### src/rtl/cpu_types_pkg.sv
// Shared CPU-side types: RAM handshake status seen by the memory arbiter.
package cpu_types_pkg;

   typedef enum logic [1:0] {
      FREE   = 2'd0,
      BUSY   = 2'd1,
      ACCESS = 2'd2,
      ERROR  = 2'd3
   } ramstate_t;

endpackage

### src/rtl/mem_arb_pkg.sv
// Memory arbiter types and constants: FSM state encoding, default dcache
// grant limit and the starvation counter width.
package mem_arb_pkg;

   typedef enum logic [1:0] {
      IDLE  = 2'd0,
      DSERV = 2'd1,
      ISERV = 2'd2
   } arb_state_t;

   localparam int unsigned MAX_DGRANTS_DEF = 4;
   localparam int unsigned CNT_W           = 4;

endpackage

### src/rtl/arb_starve_cnt.sv
// Starvation counter: counts dcache grants taken while the icache waits.
// sat_o tells the arbiter the icache must be served next.
module arb_starve_cnt
   import mem_arb_pkg::*;
(
   input  logic             clk_i,
   input  logic             rst_i,
   input  logic             inc_i,
   input  logic             clr_i,
   input  logic [CNT_W-1:0] limit_i,
   output logic             sat_o
);

   logic [CNT_W-1:0] cnt_q;
   logic [CNT_W-1:0] cnt_d;

   // Next count: clear dominates, increment saturates at all-ones.
   always_comb begin
      cnt_d = cnt_q;
      if (clr_i) begin
         cnt_d = '0;
      end else if (inc_i && (cnt_q != '1)) begin
         cnt_d = cnt_q + CNT_W'(1);
      end
   end

   // Count register with synchronous reset.
   always_ff @(posedge clk_i) begin
      if (rst_i) begin
         cnt_q <= '0;
      end else begin
         cnt_q <= cnt_d;
      end
   end

   assign sat_o = (cnt_q >= limit_i);

endmodule

### src/rtl/mem_arbiter.sv
// Memory arbiter: shares one RAM port between icache and dcache.
// dcache has priority; the optional starvation guard (macro
// MEM_ARB_STARVE_GUARD_EN) forces an icache grant after MAX_DGRANTS
// consecutive dcache completions while the icache waits.
// Handshake: a cache holds its request until its wait output is low for one
// cycle; that cycle is the completion and its load data is valid only then.
// dbg_state_o exposes the FSM state for observation.
module mem_arbiter
   import cpu_types_pkg::*;
   import mem_arb_pkg::*;
#(
   parameter int unsigned MAX_DGRANTS = MAX_DGRANTS_DEF
) (
   input  logic        CLK,
   input  logic        RST,
   input  logic        iREN,
   input  logic [31:0] iaddr,
   output logic        iwait,
   output logic [31:0] iload,
   input  logic        dREN,
   input  logic        dWEN,
   input  logic [31:0] daddr,
   input  logic [31:0] dstore,
   output logic        dwait,
   output logic [31:0] dload,
   output logic        ramREN,
   output logic        ramWEN,
   output logic [31:0] ramaddr,
   output logic [31:0] ramstore,
   input  logic [31:0] ramload,
   input  ramstate_t   ramstate,
   output arb_state_t  dbg_state_o
);

   if ((MAX_DGRANTS == 0) || (MAX_DGRANTS > 15)) begin : g_bad_limit
      $error("mem_arbiter: MAX_DGRANTS must be in 1..15");
   end

   arb_state_t state_q;
   arb_state_t state_d;
   logic       d_req;
   logic       d_done;
   logic       i_done;
   logic       i_first;

   assign d_req = dREN | dWEN;

`ifdef MEM_ARB_STARVE_GUARD_EN
   logic sat;

   arb_starve_cnt u_starve_cnt (
      .clk_i   (CLK),
      .rst_i   (RST),
      .inc_i   (d_done & iREN),
      .clr_i   (i_done | ~iREN),
      .limit_i (CNT_W'(MAX_DGRANTS)),
      .sat_o   (sat)
   );

   assign i_first = iREN & sat;
`else
   assign i_first = 1'b0;
`endif

   // State register; reset abandons any in-flight access.
   always_ff @(posedge CLK) begin
      if (RST) begin
         state_q <= IDLE;
      end else begin
         state_q <= state_d;
      end
   end

   // Next state, RAM strobes/mux and cache responses from state and inputs.
   always_comb begin
      state_d  = state_q;
      ramREN   = 1'b0;
      ramWEN   = 1'b0;
      ramaddr  = '0;
      ramstore = '0;
      iwait    = 1'b1;
      dwait    = 1'b1;
      iload    = '0;
      dload    = '0;
      d_done   = 1'b0;
      i_done   = 1'b0;

      unique case (state_q)
         IDLE: begin
            if (i_first) begin
               state_d = ISERV;
            end else if (d_req) begin
               state_d = DSERV;
            end else if (iREN) begin
               state_d = ISERV;
            end
         end
         DSERV: begin
            if (!d_req) begin
               state_d = IDLE;
            end else begin
               ramaddr  = daddr;
               ramstore = dstore;
               ramWEN   = dWEN;
               ramREN   = ~dWEN;
               if (ramstate == ACCESS) begin
                  dwait   = 1'b0;
                  dload   = ramload;
                  d_done  = 1'b1;
                  state_d = IDLE;
               end else if (ramstate == ERROR) begin
                  state_d = IDLE;
               end
            end
         end
         ISERV: begin
            if (!iREN) begin
               state_d = IDLE;
            end else begin
               ramaddr = iaddr;
               ramREN  = 1'b1;
               if (ramstate == ACCESS) begin
                  iwait   = 1'b0;
                  iload   = ramload;
                  i_done  = 1'b1;
                  state_d = IDLE;
               end else if (ramstate == ERROR) begin
                  state_d = IDLE;
               end
            end
         end
         default: state_d = IDLE;
      endcase

      // Reset masks everything so a half-finished access never completes.
      if (RST) begin
         ramREN   = 1'b0;
         ramWEN   = 1'b0;
         ramaddr  = '0;
         ramstore = '0;
         iwait    = 1'b1;
         dwait    = 1'b1;
         iload    = '0;
         dload    = '0;
         d_done   = 1'b0;
         i_done   = 1'b0;
         state_d  = IDLE;
      end
   end

   assign dbg_state_o = state_q;

endmodule

### config.mk
export PLATFORM = sky130hd
export DESIGN_NAME = mem_arbiter
export DESIGN_NICKNAME = d
export VERILOG_FILES = /design/src/rtl/cpu_types_pkg.sv /design/src/rtl/mem_arb_pkg.sv /design/src/rtl/arb_starve_cnt.sv /design/src/rtl/mem_arbiter.sv
export SDC_FILE = /design/constraint.sdc
export NUM_CORES = 1
export LEC_CHECK = 0
export ABC_CLOCK_PERIOD_IN_PS = 2770
export CAP_MARGIN = 0
export CORE_AREA = 8 8 99 101
export DETAILED_ROUTE_END_ITERATION = 6
export DIE_AREA = 0 0 107 109
export GPL_TIMING_DRIVEN = 0
export PLACE_DENSITY = 0.81
export SLEW_MARGIN = 30
export SYNTH_ARGS = -nofsm -noshare
export SYNTH_HDL_FRONTEND = slang
export SYNTH_SLANG_ARGS = --single-unit
### constraint.sdc
create_clock -name CLK -period 2.77 [get_ports CLK]
set_input_delay 0.277 -clock CLK [delete_from_list [all_inputs] [get_ports CLK]]
set_output_delay 0.277 -clock CLK [all_outputs]
set_load 0.03 [all_outputs]
=== Yosys cells after proc, flatten, opt, wreduce, memory -nomap -nowiden ===
Index checks and enable logic that the tools add are counted.

* Register bits: 2
* Output and inout port bits: 134
* Word-level logic and storage cells: 44

* Equal/unequal tests: 5
* Mux-type cells: 35
* Bitwise logic cells: 2
* Reduce and logical (&&, ||, !) cells: 1

{| class="wikitable"
|+ Operator list
! cell !! count
|-
| 32-bit 2-to-1 mux || 13
|-
| 32-bit one-hot mux with 2 select lines || 1
|-
| 1-bit 2-to-1 mux || 13
|-
| 2-bit 2-to-1 mux || 6
|-
| 2-bit equality test (second input constant) || 3
|-
| 2-bit one-hot mux with 3 select lines || 1
|-
| 3-bit inequality test (second input constant) || 1
|-
| 2-bit by 1-bit equality test with 1-bit output (second input constant) || 1
|-
| 2-bit logical NOT || 1
|-
| 1-bit one-hot mux with 2 select lines || 1
|-
| 1-bit inverter || 1
|-
| 1-bit bitwise OR || 1
|}

=== Logic depth before layout (Yosys ltp) ===
Gate-level depths: netlist (run 1).

* Depth after elaboration: 5
* Mapped depth: 7
* Gate-level depth less buffers: 5

=== Worst setup path after synthesis (run 1) ===
OpenSTA, ideal clock, no wires.

* Kind: register -> output
* Start: reg state_q[0], in the netlist dbg_state_o[0]
* End: out ramaddr[10]
* Arrival: 1812 ps
* Slack: 681 ps
* Stages on the path, launching flop included: 7
* Path buffers: 2
* Path through: dfxtp_1 ha_1 o21a_1 buf_2 clkbuf_1 a22oi_1 nor2_1

* Cells in the longest elaborated chain, start to end: 3
* Elaborated cells between the ends (all ways): 4
* Those cells by class: 2 x eq/ne; 2 x mux

{| class="wikitable"
|+ RTL lines
! what !! line !! RTL
|-
| start: declaration || mem_arbiter.sv:39 || <nowiki>arb_state_t state_q;</nowiki>
|-
| start signal: assignment || mem_arbiter.sv:70 || <nowiki>state_q <= state_d;</nowiki>
|-
| 2-bit equality test / 2-bit by 1-bit equality test with 1-bit output (equally long branches) || mem_arbiter.sv:88 || <nowiki>unique case (state_q)</nowiki>
|-
| 32-bit one-hot mux with 2 select lines * || mem_arbiter.sv:88 ||
|-
| 32-bit 2-to-1 mux * || mem_arbiter.sv:136 || <nowiki>if (RST) begin</nowiki>
|-
| end: declaration || mem_arbiter.sv:28 || <nowiki>output logic [31:0] ramaddr,</nowiki>
|}

Mark *: on every way between the ends. The rest lies on a longest branch, timed or not.

=== Worst setup path after layout (run 1) ===
* Start: in RST
* End: out dload[19]

* Cells in the longest elaborated chain, start to end: 1

{| class="wikitable"
|+ RTL lines
! what !! line !! RTL
|-
| start: declaration || mem_arbiter.sv:15 || <nowiki>input logic RST,</nowiki>
|-
| 32-bit 2-to-1 mux || mem_arbiter.sv:136 ||
|-
| end: declaration || mem_arbiter.sv:25 || <nowiki>output logic [31:0] dload,</nowiki>
|}

No other way between the ends.

==> key figures, run 1 <==
Die
  – Row cnt: 34
  – CORE AREA: approximately 8400 um^2
  – Die width: 107 um
  – Starting Density: 15.93%
  – IO Pins: approximately 270
  – Die Y: 109 um
  – Die area: around 12000 um^2

Clock tree
  – Clock Latency Late Sink: 0.21 ns
  – Clk buf depth: 2
  – Root Driver: clkbuf_8
  – CTS Buf Count: 3
  – CTS tree: done
  – Clock Sinks: 2
  – Hold_buf cts: 0
  – H-tree Lvls: 1
  – Clock transition at path regs: 0.03 ns

Worst hold path
  – Worst hold path type: reg -> reg
  – HP Start: dbg_state_o[1]

Yosys
  – Post-Synth Adder-Cell Area: 3.749%
  – Async SR Flop Fraction: 0%
  – Simple-gate share of the synthesized area: slightly above 60%
  – Mux contribution to synthesized area: 0%
  – Number of synthesized flops with an enable pin: 0
  – Xor and xnor area share after synthesis: 0%
  – Synth warn: 0
  – Synth Instances: 213
  – Number of synthesized register bits: 2
  – Synthesized area per cell: between 6 and 7 um^2
  – Ys flop type: dfxtp_1
  – Netlist cell types: 26
  – Syn_nets: 352
  – Cell Area, Synth: 1335 um^2
  – Synth Area in Compound Gates: a little over a fifth
  – Largest family of logic cells by synthesized area: simple AND/OR/NAND/NOR gates
  – Register area share after synthesis: approximately 3.0%

STA
  – Crit share post-route: 96.34%
  – Final worst slack: between 0.1 and 0.15 ns
  – Fmax: 374.7 MHz
  – Slew HR: approximately three quarters
  – Worst-margin pin slew: roughly 0.37 ns
  – Setup Skew: 0.002275 ns
  – Fin. max-slew vios: 0
  – Min cycle time layout: about 2.7 ns
  – Fin. Hold Viols: 0
  – Setup-failing EPs final: 0

Routing
  – WL per Instance: 16.88 um
  – DRT iter0 DRCs: 82
  – Via count: 2555
  – Router iterations before antenna repair: 4
  – Detailed-route DRC error count: 0
  – Routed Wire Length: 10.03 mm
  – Via density: approximately 4.3
  – Antenna Nets Post-Route: 0

Global routing
  – GRT Resource Usage Total: 15.12%
  – Initial antenna violation count: 0
  – Global-route wire length before repair: 14.22 mm
  – Vias in the first global route: 2679
  – GRT overflow: 0
  – Largest net degree at the start of global routing: 11

Placement
  – Hpwl dp: 8.572 mm
  – GPL Wtd Cong: 0.7763
  – Port Buffers: 268
  – Pre-CTS WS: -0.05777 ns
  – DP Area: 4153 um^2
  – Inst Count DP: a little under 600

Critical path
  – Worst path most repeated cell: clkdlybuf4s50_1
  – RR Endpoint: dbg_state_o[1]
  – Worst path max stage delay: 0.67 ns
  – Worst Setup EP: dload[19]
  – Reg2reg path depth: 6
  – Worst Setup SP: RST
  – FF-to-FF setup slack: about 1.2 ns
  – Critical Path RT: ~2.5 ns
  – Endpoint type of the worst setup path: output port
  – Setup Crit Path Kind: in -> out
  – Critical path data arrival time: about 2.4 ns
  – Crit-path slowest cell: clkdlybuf4s50_1
  – Worst-path maximum fanout: 10
  – Reg-to-reg critical path startpoint: dbg_state_o[1]
  – Startpoint type of the worst setup path: input port
  – CP cell instances: clkdlybuf4s50_1 > or3b_4 > nor2b_4 > buf_6 > and2_1 > clkdlybuf4s50_1

Power and ir drop
  – Pwr Total: between 600 and 700 uW
  – Leak: 2.953 nW
  – Pwr dens: around 140 nW/um^2
  – Worst VDD drop: 93.37 uV

Job
  – Max Cap Viol: 0

Run status
  – Status: complete, no violations

Layout
  – Max reg flops: 2
  – Fin cells: 594
  – Layout cells sized above 1: approximately 5.6%
  – Design area: 4322 um^2
  – Layout Area Growth over Synthesis: 223.7%
  – Fin nets: 627
  – # diodes: 0
[area by class of cell]
type	count	area, um^2
Buffer	21	121.4
Clock buffer	3	41.29
Fill cell	809	4059
Inverter	4	15.01
Multi-Input combinational cell	186	1164
Sequential cell	2	40.04
Tap cell	108	135.1
Timing Repair Buffer	270	2805
[per-layer routing]
layer	up-vias	global-route usage, %	part of all wire (%)
met2	171	28.20	52
met1	1122	14.40	34
met5	-	0	0
met3	10	7.683	13
met4	0	3.920	1.3
li1	1252	-	-
[cell families after synthesis]
group,count (synthesis)
flip-flops,2
adder cells (fa/ha/maj),4
AND/OR/NAND/NOR,144
AO/OA/AOI/OAI,38
buffers and inverters,25
[worst min-delay path by stage]
stage | to | cells after the start
after floorplan | dbg_state_o[0] | 1
after global placement | dbg_state_o[1] | 2
after detailed placement | dbg_state_o[1] | 2
after CTS | dbg_state_o[1] | 2
after global routing | dbg_state_o[1] | 2
final | dbg_state_o[1] | 2
[cells in the final DEF (no fill, tap or decap), types with 2 or more instances in the layout]
cell type        count
clkdlybuf4s50_1    159
and2_1              97
dlymetal6s2s_1      65
dlygate4sd2_1       44
nor2_1              35
a22oi_1             32
clkbuf_2            10
buf_2                6
inv_1                4
ha_1                 4
buf_6                3
clkbuf_8             3
nand2_1              2
clkbuf_1             2
o31ai_1              2
dfxtp_1              2
buf_4                2
[Yosys cell counts (2+ instances only)]
library cell | n | share of area, %
dfxtp_1 | 2 | 3.0
nand2_1 | 2 | 0.56
o31ai_1 | 2 | 1.1
a22oi_1 | 32 | 18
inv_1 | 4 | 1.1
clkbuf_2 | 6 | 2.2
buf_6 | 3 | 2.5
buf_2 | 6 | 2.2
ha_1 | 4 | 3.7
and2_1 | 97 | 45
nor2_1 | 35 | 9.8
clkbuf_1 | 6 | 1.7
[worst max-delay path, delay by kind of cell]
| family | cells | cell delay (ns) |
|---|---|---|
| buf+inv | 3 | 1.34 |
| simple gates | 3 | 0.77 |
[stage by stage]
| step | util (%) | TNS [ns] | hold WS (ns) |
|---|---|---|---|
| after floorplan | - | 0 | 0.3805 |
| after global placement | 49.55 | -1.121 | 0.5585 |
| after detailed placement | 49.55 | -1.264 | 0.5647 |
| after CTS | 49.40 | 0 | 0.5693 |
| after global routing | 51.57 | -0.01594 | 0.5950 |
| final | 51.57 | 0 | 0.5705 |
[power by group]
group	switching (mW)	internal (mW)	leakage (nW)
sequential	0.00252	0.0313	0.0165
clock	0.0239	0.0920	0.0216
combinational	0.188	0.264	2.91
[repair_timing]
action                     4_1_cts  5_1_grt
buffers inserted                 0        2
gates resized for setup         45       71
cloned                           0        0
setup endpoints to repair       47       74
No activity file was read; power rests on OpenSTA's default activity.
==> run 2, diff against run 1 <==
Settings changed: CORE_AREA 8 8 99 101 to default, CORE_ASPECT_RATIO from default to 0.5, CORE_MARGIN from default to 8, CORE_UTILIZATION from default to 21, DIE_AREA 0 0 107 109 to default, PLACE_DENSITY 0.81 to 0.95, TNS_END_PERCENT from default to 1.
==> key figures, run 2 (synthesis results as in run 1) <==
Layout
  – Fin util: approximately 72%
  – # diodes: 0
  – Fin nets: roughly 630
  – Fin cells: about 570
  – Layout Area Growth over Synthesis: 229.4%
  – Layout cells sized above 1: 4.752%
  – Max reg flops: 2
  – Multi-input gate area: approximately 1200 um^2
  – Commonest non-fill, non-tap cell in the layout: clkdlybuf4s50_1
  – Design area: 4398 um^2
  – Commonest non-fill, non-tap cells in the layout: clkdlybuf4s50_1 (179), and2_1 (97), dlymetal6s2s_1 (81)
  – Fill count: 461
  – Register area: 40.04 um^2

Routing
  – Via density: about 4.3
  – Router iterations before antenna repair: 4
  – WL per Instance: roughly 19 um
  – Routed Wire Length: between 10 and 15 mm
  – DRT iter0 DRCs: between 90 and 100
  – Via count: 2475
  – Antenna Nets Post-Route: 0
  – Detailed-route DRC error count: 0

Worst hold path
  – Worst hold path type: reg -> reg

STA
  – Fmax: 368.1 MHz
  – Setup Skew: a little over 0.0006 ns
  – Worst-margin pin slew: 0.4329 ns
  – Min cycle time layout: 2.717 ns
  – Crit share post-route: a little over nine tenths
  – Unrepaired setup endpoints after global routing: yes
  – Fin. Hold Viols: 0
  – Final worst slack: 0.05323 ns
  – Setup-failing EPs final: 0
  – Slew HR: between 70% and 80%
  – Fin. max-slew vios: 0

Power and ir drop
  – Worst VDD drop: 129.3 uV
  – Pwr dens: 160.6 nW/um^2
  – Leak: 3.084 nW

Clock tree
  – Clock Sinks: 2
  – CTS Buf Count: 3
  – Setup bufs post-CTS: 0
  – Clock Latency Late Sink: 0.22 ns
  – Root Driver: clkbuf_16
  – H-tree Lvls: 1
  – Clock transition at path regs: 0.03 ns
  – CTS tree: done
  – Clk buf depth: 2

Die
  – IO Pins: roughly 270
  – Die Y: 72.38 um
  – Die width: 128.8 um
  – Starting Density: 21.86%
  – CORE AREA: 6106 um^2
  – Row cnt: 20
  – Die area: a little over 9000 um^2

Critical path
  – Critical Path RT: ~2.5 ns
  – Setup Crit Path Kind: reg -> out
  – Startpoint type of the worst setup path: register
  – Endpoint type of the worst setup path: output port
  – Critical path data arrival time: between 2 and 2.5 ns
  – Worst-path maximum fanout: 10

Global routing
  – Largest net degree at the start of global routing: 11
  – GRT Resource Usage Total: around a fifth
  – Vias in the first global route: 2343
  – GRT overflow: 0
  – Global-route wire length before repair: 14.16 mm
  – Initial antenna violation count: 0

Placement
  – DP Area: 4128 um^2
  – Inst Count DP: approximately 570
  – GPL Wtd Cong: 0.8416
  – Port Buffers: 268
  – Hpwl dp: between 8 and 9 mm
  – Pre-CTS WS: -0.01606 ns

Job
  – Max Cap Viol: 0

Run status
  – Status: complete, no violations
-- run 2: cell count changes in the layout (fill, tap and decap cells not counted) --
cell,delta
buf_4,-2
clkbuf_16,+3
clkbuf_2,-2
clkbuf_1,+2
dlymetal6s2s_1,+16
dlygate4sd2_1,-36
clkbuf_8,-3
clkdlybuf4s50_1,+20
-- run 2: per-stage QoR --
stage	power [mW]	hold WS (ns)	TNS (ns)
global route	0.7433	0.6077	-0.9294
global placement	0.4857	0.5641	0
finish	0.7064	0.5766	0
CTS	0.7107	0.5808	0
floorplan	0.2016	0.3805	0
detailed placement	0.4906	0.5770	-0.02346
-- run 2: power by group --
part           total, mW  switching, mW  internal (mW)  leakage (nW)
Combinational      0.456          0.193          0.264          3.03
Sequential        0.0335        0.00226         0.0313        0.0165
Clock              0.216         0.0328          0.184        0.0370
-- run 2: routing by layer --
| layer | vias to the layer above | routed length, um | track usage (%) |
|---|---|---|---|
| met5 | - | 0 | 0 |
| li1 | 1244 | - | - |
| met3 | 6 | 440 | 2.558 |
| met4 | 0 | 62 | 3.355 |
| met2 | 85 | 6209 | 39.23 |
| met1 | 1140 | 3884 | 20.84 |
-- run 2: worst max-delay path, stage by stage (launching register included) --
cell             delay (ns)
dfxtp_1                0.39
inv_1                  0.11
ha_1                   0.28
nand2b_1               0.07
clkbuf_1               0.23
clkbuf_1               0.39
nor2_1                 0.11
clkdlybuf4s50_1        0.64
-- run 2: final cells by class --
class / instances / share of cell area (%)
Multi-Input combinational cell: 186 / 26.46
Tap cell: 88 / 2.504
Inverter: 4 / 0.3414
Sequential cell: 2 / 0.9104
Timing Repair Buffer: 268 / 65.38
Clock buffer: 3 / 1.707
Buffer: 21 / 2.703
-- run 2: worst paths after layout --
path / to / startpoint / slack, ns / cells after the start
hold / removal: dbg_state_o[0] / dbg_state_o[0] / 0.58 / 2
setup reg to reg: dbg_state_o[1] / dbg_state_o[1] / 1.15 / 6
setup / recovery: ramaddr[13] / dbg_state_o[1] / 0.05 / 7
hold reg to reg: dbg_state_o[0] / dbg_state_o[0] / 0.58 / 2
-- run 2: repair_timing --
item	in CTS	in global routing
setup endpoints to repair	13	110
gates resized for setup	9	83
hold buffers	0	0
==> run 3, diff against run 2 <==
Settings changed: ABC_AREA from default to 1, CORE_UTILIZATION 21 to 25.
==> key figures, run 3 <==
Power and ir drop
  – Leak: 1.836 nW
  – Pwr Total: about 800 uW
  – Pwr dens: approximately 170 nW/um^2
  – Worst VDD drop: between 100 and 150 uV

Clock tree
  – Setup bufs post-CTS: 0
  – H-tree Lvls: 1
  – Root Driver: clkbuf_16
  – Hold_buf cts: 0
  – PostCTS Resize Cnt: 0
  – CTS Buf Count: 3
  – Clock Latency Late Sink: approximately 0.22 ns
  – Clk buf depth: 2
  – Clock Sinks: 2
  – CTS tree: done
  – Clock transition at path regs: 0.03 ns

Routing
  – WL per Instance: 16.33 um
  – Antenna Nets Post-Route: 0
  – DRT iter0 DRCs: 144
  – Routed Wire Length: 11.35 mm
  – Detailed-route DRC error count: 0
  – Via density: between 4 and 5
  – Router iterations before antenna repair: 4
  – Via count: 3121

Yosys
  – Number of synthesized register bits: 2
  – Mux contribution to synthesized area: 0%
  – Number of synthesized flops with an enable pin: 0
  – Synth top area share: 20.07%
  – Synth cell count leaders: nand3_1 (69), nor2_1 (67), nand2_1 (41)
  – Synthesized area per cell: about 5.2 um^2
  – Xor and xnor area share after synthesis: 0%
  – Yosys top cell by area: nand3_1
  – Synth Area in Compound Gates: 10.18%
  – Synth Instances: 333
  – Largest cells by area after synthesis: nand3_1 (20%), nor2_1 (15%), nor2_2 (12%), a21oi_1 (10%), nand2_1 (8.9%)
  – Post-Synth Adder-Cell Area: 2.909%
  – Ys flop type: dfxtp_1
  – Most common cell in the netlist: nand3_1
  – Synth warn: 0
  – Register area share after synthesis: ~2.3%
  – Netlist cell types: 19
  – Largest family of logic cells by synthesized area: simple AND/OR/NAND/NOR gates
  – Cell Area, Synth: 1720 um^2
  – Simple-gate share of the synthesized area: between 60% and 70%
  – Async SR Flop Fraction: 0%
  – Syn_nets: 472

Worst hold path
  – Worst hold path type: reg -> reg

Layout
  – Fin nets: 744
  – Commonest non-fill, non-tap cell in the layout: clkdlybuf4s50_1
  – # diodes: 0
  – Layout Area Growth over Synthesis: 166.4%
  – Commonest non-fill, non-tap cells in the layout: clkdlybuf4s50_1 (267), nand3_1 (69), nor2_1 (67)
  – Max reg flops: 2
  – Layout cells sized above 1: between 10 and 15%

Die
  – CORE AREA: 6674 um^2
  – Starting Density: 25.78%
  – Die area: 9953 um^2
  – IO Pins: 269
  – Die width: 133.3 um
  – Row cnt: 21
  – Die Y: 74.66 um

Placement
  – Port Buffers: 267
  – GPL Wtd Cong: 0.9603
  – Hpwl dp: slightly below 10 mm
  – Pre-CTS WS: 0.2279 ns

STA
  – WHS: 0.5591 ns
  – Setup Skew: 0.002127 ns
  – Unrepaired setup endpoints after global routing: no
  – Slew HR: 75.47%
  – Final worst slack: 0.1142 ns
  – Crit share post-route: 95.88%
  – TNS Setup: 0 ns
  – Worst-margin pin slew: 0.3669 ns
  – Fin. Hold Viols: 0
  – Setup-failing EPs final: 0
  – Min cycle time layout: 2.656 ns
  – Fmax: ~380 MHz
  – Fin. max-slew vios: 0

Global routing
  – Initial antenna violation count: 0
  – GRT overflow: 0
  – GRT Resource Usage Total: 20.03%
  – Largest net degree at the start of global routing: 11
  – Vias in the first global route: 2953
  – Global-route wire length before repair: 15.94 mm

Critical path
  – Critical path data arrival time: 2.38 ns
  – Worst-path maximum fanout: 10
  – Endpoint type of the worst setup path: output port
  – FF-to-FF setup slack: 1.38 ns
  – Setup Crit Path Kind: reg -> out
  – Startpoint type of the worst setup path: register
  – Critical Path RT: 2.49 ns

Run status
  – Status: complete, no violations

Job
  – Max Cap Viol: 0
-- run 3: path summary, 6_finish.rpt --
kind / from / endpoint / cells past startpoint
worst max-delay path: dbg_state_o[0] / ramaddr[7] / 7
worst min-delay path: dbg_state_o[1] / dbg_state_o[1] / 2
worst max register to register: dbg_state_o[0] / dbg_state_o[0] / 7
worst min register to register: dbg_state_o[1] / dbg_state_o[1] / 2
-- run 3: per-layer routing --
layer  share of wire [%]  routed length, um  GRT usage [%]  vias to the layer above
li1                    -                  -              -                     1579
met1                  36               4114          20.72                     1422
met2                  57               6468          41.59                      112
met4                0.96                109          3.822                        0
met3                 5.8                658          4.261                        8
met5                   0                  0              0                        -
-- run 3: layout make-up --
cell class	count	area (um^2)
Buffer	31	235.2
Clock buffer	3	75.07
Tap cell	92	115.1
Multi-Input combinational cell	257	1284
Timing Repair Buffer	267	2673
Fill cell	571	2091
Inverter	43	161.4
Sequential cell	2	40.04
-- run 3: logic make-up after synthesis --
logic type,after synthesis
compound gates,35
fa+ha+maj,4
buf+inv,74
flops,2
simple gates,218
-- run 3: worst max-delay path, stage by stage (launching register included) --
cell and delay [ns]:
dfxtp_1 0.35, inv_1 0.13, ha_1 0.15, buf_2 0.23, buf_2 0.26, nand3_1 0.10, a21oi_1 0.22, clkdlybuf4s50_1 0.72
-- run 3: report_power, final --
part / switching, mW / total, mW / internal, mW
Combinational: 0.263 / 0.551 / 0.288
Clock: 0.0307 / 0.214 / 0.183
Sequential: 0.00416 / 0.0357 / 0.0315
Total: 0.298 / 0.800 / 0.503
-- run 3: through the flow --
stage	instances	util, %	cell area, um^2
global route	695	68.67	4583
detailed placement	692	67.55	4508
floorplan	333	-	1720
global placement	692	67.55	4508
CTS	695	68.67	4583
finish	695	68.67	4583
